===== config.mk =====
export PLATFORM = sky130hd
export DESIGN_NAME = mips_mainfsm
export DESIGN_NICKNAME = d
export VERILOG_FILES = /design/src/rtl/mips_pkg.sv /design/src/rtl/mips_mainfsm_outdec.sv /design/src/rtl/mips_mainfsm.sv
export SDC_FILE = /design/constraint.sdc
export NUM_CORES = 1
export LEC_CHECK = 0
export BUFFER_PORTS_ARGS = -buffer_cell sky130_fd_sc_hd__buf_2
export CORE_MARGIN = 2
export CORE_UTILIZATION = 40
export DETAILED_ROUTE_END_ITERATION = 10
export PLACE_DENSITY = 0.7
export SKIP_CTS_REPAIR_TIMING = 1
export SKIP_LAST_GASP = 1
export SYNTH_ARGS = -nofsm -noshare
export SYNTH_HDL_FRONTEND = slang
export SYNTH_HIERARCHICAL = 1
export SYNTH_SLANG_ARGS = --single-unit

===== constraint.sdc =====
create_clock -name clk -period 2 [get_ports clk]
set_input_delay 0.4 -clock clk [delete_from_list [all_inputs] [get_ports clk]]
set_output_delay 0.4 -clock clk [all_outputs]
set_load 0.02 [all_outputs]

===== src/rtl/mips_pkg.sv =====
// mips_pkg: opcodes, ALU operation codes, controller states and control word shared by the MIPS controller
package mips_pkg;
  localparam logic [5:0] OP_RTYPE = 6'b000000;
  localparam logic [5:0] OP_LW    = 6'b100011;
  localparam logic [5:0] OP_SW    = 6'b101011;
  localparam logic [5:0] OP_BEQ   = 6'b000100;
  localparam logic [5:0] OP_ADDI  = 6'b001000;
  localparam logic [5:0] OP_ORI   = 6'b001101;
  localparam logic [5:0] OP_J     = 6'b000010;
  localparam logic [1:0] ALUOP_ADD   = 2'b00;
  localparam logic [1:0] ALUOP_SUB   = 2'b01;
  localparam logic [1:0] ALUOP_FUNCT = 2'b10;
  localparam logic [1:0] ALUOP_OR    = 2'b11;
  typedef enum logic [3:0] {
    FETCH, DECODE, MEMADR, MEMRD, MEMWB, MEMWR, EXECUTE,
    ALUWB, BEQ, ADDIEX, ORIEX, ITYPEWB, JUMP
  } state_t;
  typedef struct packed {
    logic       irwrite;
    logic       pcwrite;
    logic       branch;
    logic       regwrite;
    logic       memwrite;
    logic       iord;
    logic       alusrca;
    logic       regdst;
    logic       memtoreg;
    logic [1:0] alusrcb;
    logic [1:0] pcsrc;
    logic [1:0] aluop;
  } ctrl_t;
  function automatic logic op_legal(input logic [5:0] op);
    return op inside {OP_RTYPE, OP_LW, OP_SW, OP_BEQ, OP_ADDI, OP_ORI, OP_J};
  endfunction
endpackage


===== src/rtl/mips_mainfsm_outdec.sv =====
// mainfsm_outdec: combinational map from controller state to datapath control word
module mainfsm_outdec
  import mips_pkg::*;
(
  input  state_t state,
  input  logic   memready,
  output ctrl_t  ctrl
);
  // Moore decode; only the fetch write enables follow the memory handshake, undefined states drive all zeros
  always_comb begin
    ctrl = '0;
    case (state)
      FETCH: begin
        ctrl.alusrcb = 2'b01;
        ctrl.aluop   = ALUOP_ADD;
        ctrl.irwrite = memready;
        ctrl.pcwrite = memready;
      end
      DECODE: begin
        ctrl.alusrcb = 2'b11;
        ctrl.aluop   = ALUOP_ADD;
      end
      MEMADR, ADDIEX: begin
        ctrl.alusrca = 1'b1;
        ctrl.alusrcb = 2'b10;
        ctrl.aluop   = ALUOP_ADD;
      end
      MEMRD: ctrl.iord = 1'b1;
      MEMWB: begin
        ctrl.memtoreg = 1'b1;
        ctrl.regwrite = 1'b1;
      end
      MEMWR: begin
        ctrl.iord     = 1'b1;
        ctrl.memwrite = 1'b1;
      end
      EXECUTE: begin
        ctrl.alusrca = 1'b1;
        ctrl.aluop   = ALUOP_FUNCT;
      end
      ALUWB: begin
        ctrl.regdst   = 1'b1;
        ctrl.regwrite = 1'b1;
      end
      BEQ: begin
        ctrl.alusrca = 1'b1;
        ctrl.aluop   = ALUOP_SUB;
        ctrl.pcsrc   = 2'b01;
        ctrl.branch  = 1'b1;
      end
      ORIEX: begin
        ctrl.alusrca = 1'b1;
        ctrl.alusrcb = 2'b10;
        ctrl.aluop   = ALUOP_OR;
      end
      ITYPEWB: ctrl.regwrite = 1'b1;
      JUMP: begin
        ctrl.pcsrc   = 2'b10;
        ctrl.pcwrite = 1'b1;
      end
      default: ctrl = '0;
    endcase
  end
endmodule


===== src/rtl/mips_mainfsm.sv =====
// mips_mainfsm: multicycle MIPS main controller sequencing fetch, decode, execute, memory and writeback
module mips_mainfsm
  import mips_pkg::*;
(
  input  logic       clk,
  input  logic       reset_n,
  input  logic [5:0] op,
  input  logic       memready,
  output logic       irwrite,
  output logic       pcwrite,
  output logic       branch,
  output logic       regwrite,
  output logic       memwrite,
  output logic       iord,
  output logic       alusrca,
  output logic       regdst,
  output logic       memtoreg,
  output logic [1:0] alusrcb,
  output logic [1:0] pcsrc,
  output logic [1:0] aluop,
  output logic       illegal
);
  state_t state;
  ctrl_t  ctrl;
  // gating the handshake with reset_n keeps fetch writes off while reset is held
  mainfsm_outdec u_outdec (
    .state    (state),
    .memready (memready & reset_n),
    .ctrl     (ctrl)
  );
  assign {irwrite, pcwrite, branch, regwrite, memwrite, iord, alusrca, regdst,
          memtoreg, alusrcb, pcsrc, aluop} = ctrl;
  assign illegal = (state == DECODE) && !op_legal(op);
  // state register and next-state sequencing; op is read live from the IR, unknown encodings recover to FETCH
  always_ff @(posedge clk or negedge reset_n)
    if (!reset_n) state <= FETCH;
    else case (state)
      FETCH:   state <= memready ? DECODE : FETCH;
      DECODE: case (op)
        OP_LW, OP_SW: state <= MEMADR;
        OP_RTYPE:     state <= EXECUTE;
        OP_BEQ:       state <= BEQ;
        OP_ADDI:      state <= ADDIEX;
        OP_ORI:       state <= ORIEX;
        OP_J:         state <= JUMP;
        default:      state <= FETCH;
      endcase
      MEMADR:  state <= (op == OP_SW) ? MEMWR : MEMRD;
      MEMRD:   state <= memready ? MEMWB : MEMRD;
      EXECUTE: state <= ALUWB;
      ADDIEX,
      ORIEX:   state <= ITYPEWB;
      default: state <= FETCH;
    endcase
endmodule


==> flow_metrics.env <==
export IMPL_r2r_end="state[2]$_DFF_PN0_"
export IMPL_numCtsBuffers=3
export IMPL_grt_pass1_vias=502
export IMPL_synth_top_cells_by_area="dfrtp_1 (19%), nor3_1 (7.4%), nand2b_1 (7.0%), a211oi_2 (4.7%), buf_4 (4.2%)"
export IMPL_yosysUniqueCellTypes=31
export IMPL_place_hpwl_um=1050
export IMPL_die_w_um=40.7
export IMPL_whs_path_depth=2
export IMPL_dr_wl_met3_um=67
export IMPL_num_vias=629
export IMPL_largest_reg_flops=4
export IMPL_path_class="in -> out"
export IMPL_ant_nets=0
export IMPL_grt_remaining_overflow=0
export IMPL_top_register="state"
export IMPL_synth_ff_type="dfrtp_1"
export IMPL_post_route_util=0.567
export IMPL_synth_top_cell_area_share=0.186
export IMPL_min_path_type="in -> reg"
export IMPL_hold_viol=0
export IMPL_finalPower_uw=817
export IMPL_start_util=0.419
export IMPL_cpMostUsedCell="buf_2"
export IMPL_die_y_um=40.7
export IMPL_synthArstFlopShare=1.00
export IMPL_worstSkewPairLatency_ns=0.23
export IMPL_top_layer="met4"
export IMPL_fin_worst_skew_ns=0.00224
export IMPL_crit_chain="buf_2, or3_4, a211oi_2, nand2_1, and3_2, buf_2"
export IMPL_critical_path_max_fanout=5
export IMPL_slew_viol_final=0
export IMPL_synth_edf_count=0
export IMPL_cts_tree="built"
export IMPL_power_density_nw_per_um2=1120
export IMPL_clkTransAtPathRegs_ns=0.03
export IMPL_io_pins=25
export IMPL_portBuffers=24
export IMPL_r2r_cells=5
export IMPL_fin_crit_sh=0.971
export IMPL_critPathBufInv=2
export IMPL_period_minus_slack_ns=1.94
export IMPL_end_kind="output port"
export IMPL_drive_gt1_frac=0.408
export IMPL_drt_first_pass_iters=4
export IMPL_path_delay_family="simple AND/OR/NAND/NOR gates"
export IMPL_ys_seq_area_frac=0.186
export IMPL_cts_sinks=4
export IMPL_cap_violations=0
export IMPL_startpoint_type="input port"
export IMPL_setup_slack_ns=0.0577
export IMPL_crit_slowest_cell="or3_4"
export IMPL_nNetsFinal=114
export IMPL_synth_most_common_cell="nor3_1"
export IMPL_gr_usage_all_layers=0.181
export IMPL_fmax_ghz=0.515
export IMPL_gp_congestion=0.744
export IMPL_drc=0
export IMPL_status="completed"
export IMPL_grt_max_degree=17
export IMPL_slew_headroom=0.809
export IMPL_final_area_sq_um=728
export IMPL_routed_wl_um=1360
export IMPL_ff2ff_setup_slack_ns=0.59
export IMPL_met2_length_um=656
export IMPL_cts_root_buf="clkbuf_4"
export IMPL_wire_per_inst_um=11.6
export IMPL_antenna_found_initial=0
export IMPL_ys_top_cells_by_count="nor3_1 (8), nand2_1 (6), nand2b_1 (6), nor2_1 (6)"
export IMPL_leakagePower_nw=0.345
export IMPL_place_ws_ns=0.0573
export IMPL_routedLengthMet1_um=622
export IMPL_synth_area_per_cell_sq_um=7.37
export IMPL_area_delta_synth_final_pct=35.3
export IMPL_synth_nets=82
export IMPL_max_stage_delay_ns=0.37
export IMPL_synth_area_sq_um=538
export IMPL_setup_viol=0
export IMPL_std_cell_rows=13
export IMPL_rsz0062_at_grt="false"
export IMPL_num_antenna_cells=0
export IMPL_viasPerCell=5.33
export IMPL_worstPathArrival_ns=1.54
export IMPL_grt_pass1_wl_um=1990
export IMPL_top_regs="state: 4 flops"
export IMPL_nFillCells=133
export IMPL_tns_ns=0
export IMPL_htreeDepth=1
export IMPL_ir_worst_vdd_v=0.000507
export IMPL_yosysWarnings=6
export IMPL_ys_seq_elements=4
export IMPL_core_area_sq_um=1280
export IMPL_dieArea_sq_um=1650
export IMPL_worst_pin_slew_ns=0.285
export IMPL_placed_cell_area_sq_um=694
export IMPL_synth_top_area_cell="dfrtp_1"
export IMPL_clockBufferDepth=2
export IMPL_cp_data_required_time_ns=1.60
export IMPL_worst_hold_path_endpoint="state[2]$_DFF_PN0_"
export IMPL_worstHoldStart="op[5]"
export IMPL_r2r_start="state[0]$_DFF_PN0_"
export IMPL_drt_iter0_markers=6
export IMPL_synth_cells=73
## per-layer routing
metal	track usage	vias up
li1	-	336
met1	0.198	267
met2	0.329	24
met3	0.0489	2
met4	0.0667	0
met5	0	-
## power by group
group | switching (mW) | internal (mW) | total, mW | leakage (nW)
Clock | 0.0300 | 0.0669 | 0.0970 | 0.0138
Sequential | 0.0404 | 0.107 | 0.147 | 0.0515
Combinational | 0.335 | 0.237 | 0.573 | 0.280
Total | 0.406 | 0.411 | 0.817 | 0.345
## layout by cell type, fill, tap and decap left out, drive strengths merged
cell type | Yosys | final
dfrtp | 4 | 4
nor3b | 2 | 2
o211a | 1 | 1
xnor2 | 2 | 2
a211oi | 2 | 2
nand3 | 4 | 4
nand2b | 6 | 6
or3b | 1 | 1
nor4 | 1 | 1
nand2 | 6 | 6
o22ai | 2 | 2
inv | 2 | 2
nor2 | 6 | 6
nand4 | 1 | 1
nand3b | 1 | 1
a211o | 1 | 1
o21ai | 4 | 4
nor2b | 1 | 1
xor2 | 1 | 1
nor3 | 9 | 9
and2 | 1 | 1
a221o | 1 | 1
or3 | 1 | 1
buf | 4 | 30
clkbuf | 0 | 3
and3 | 2 | 2
a21oi | 2 | 2
o41ai | 1 | 1
a31oi | 3 | 3
a221oi | 1 | 1
dlygate4sd3 | 0 | 1
## worst max-delay path by stage
stage | from | to | slack (ns) | cells after the start
CTS | state[3]$_DFF_PN0_ | pcwrite | 0.05 | 3
detailed placement | op[2] | illegal | 0.06 | 6
floorplan | state[2]$_DFF_PN0_ | branch | 0.11 | 3
global placement | op[2] | illegal | 0.08 | 6
finish | op[2] | illegal | 0.06 | 6
global route | state[0]$_DFF_PN0_ | illegal | 0.0009 | 4
## metrics by stage
| stage | instances | hold WS, ns |
|---|---|---|
| after CTS | 117 | -0.0395 |
| final | 118 | 0.445 |
| after floorplan | 73 | 0.104 |
| after global placement | 114 | 0.211 |
| after global routing | 118 | 0.441 |
| after detailed placement | 114 | 0.211 |
## final cells by class
| class | count | area (sq um) | area share |
|---|---|---|---|
| clock buffer | 3 | 22.5 | 0.0309 |
| inverter | 2 | 7.51 | 0.0103 |
| multi-input combinational | 63 | 403 | 0.553 |
| sequential | 4 | 101 | 0.139 |
| tap | 15 | 18.8 | 0.0258 |
| timing repair buffer | 31 | 175 | 0.241 |
## kinds of logic after synthesis
group	after synthesis	synth area share
buffers and inverters	6	0.0651
AOI/OAI and AO/OA	18	0.258
DFF	4	0.186
xor gates and xnor gates	3	0.0488
and+or+nand+nor	42	0.442
Power figures use the tool's default switching activity.
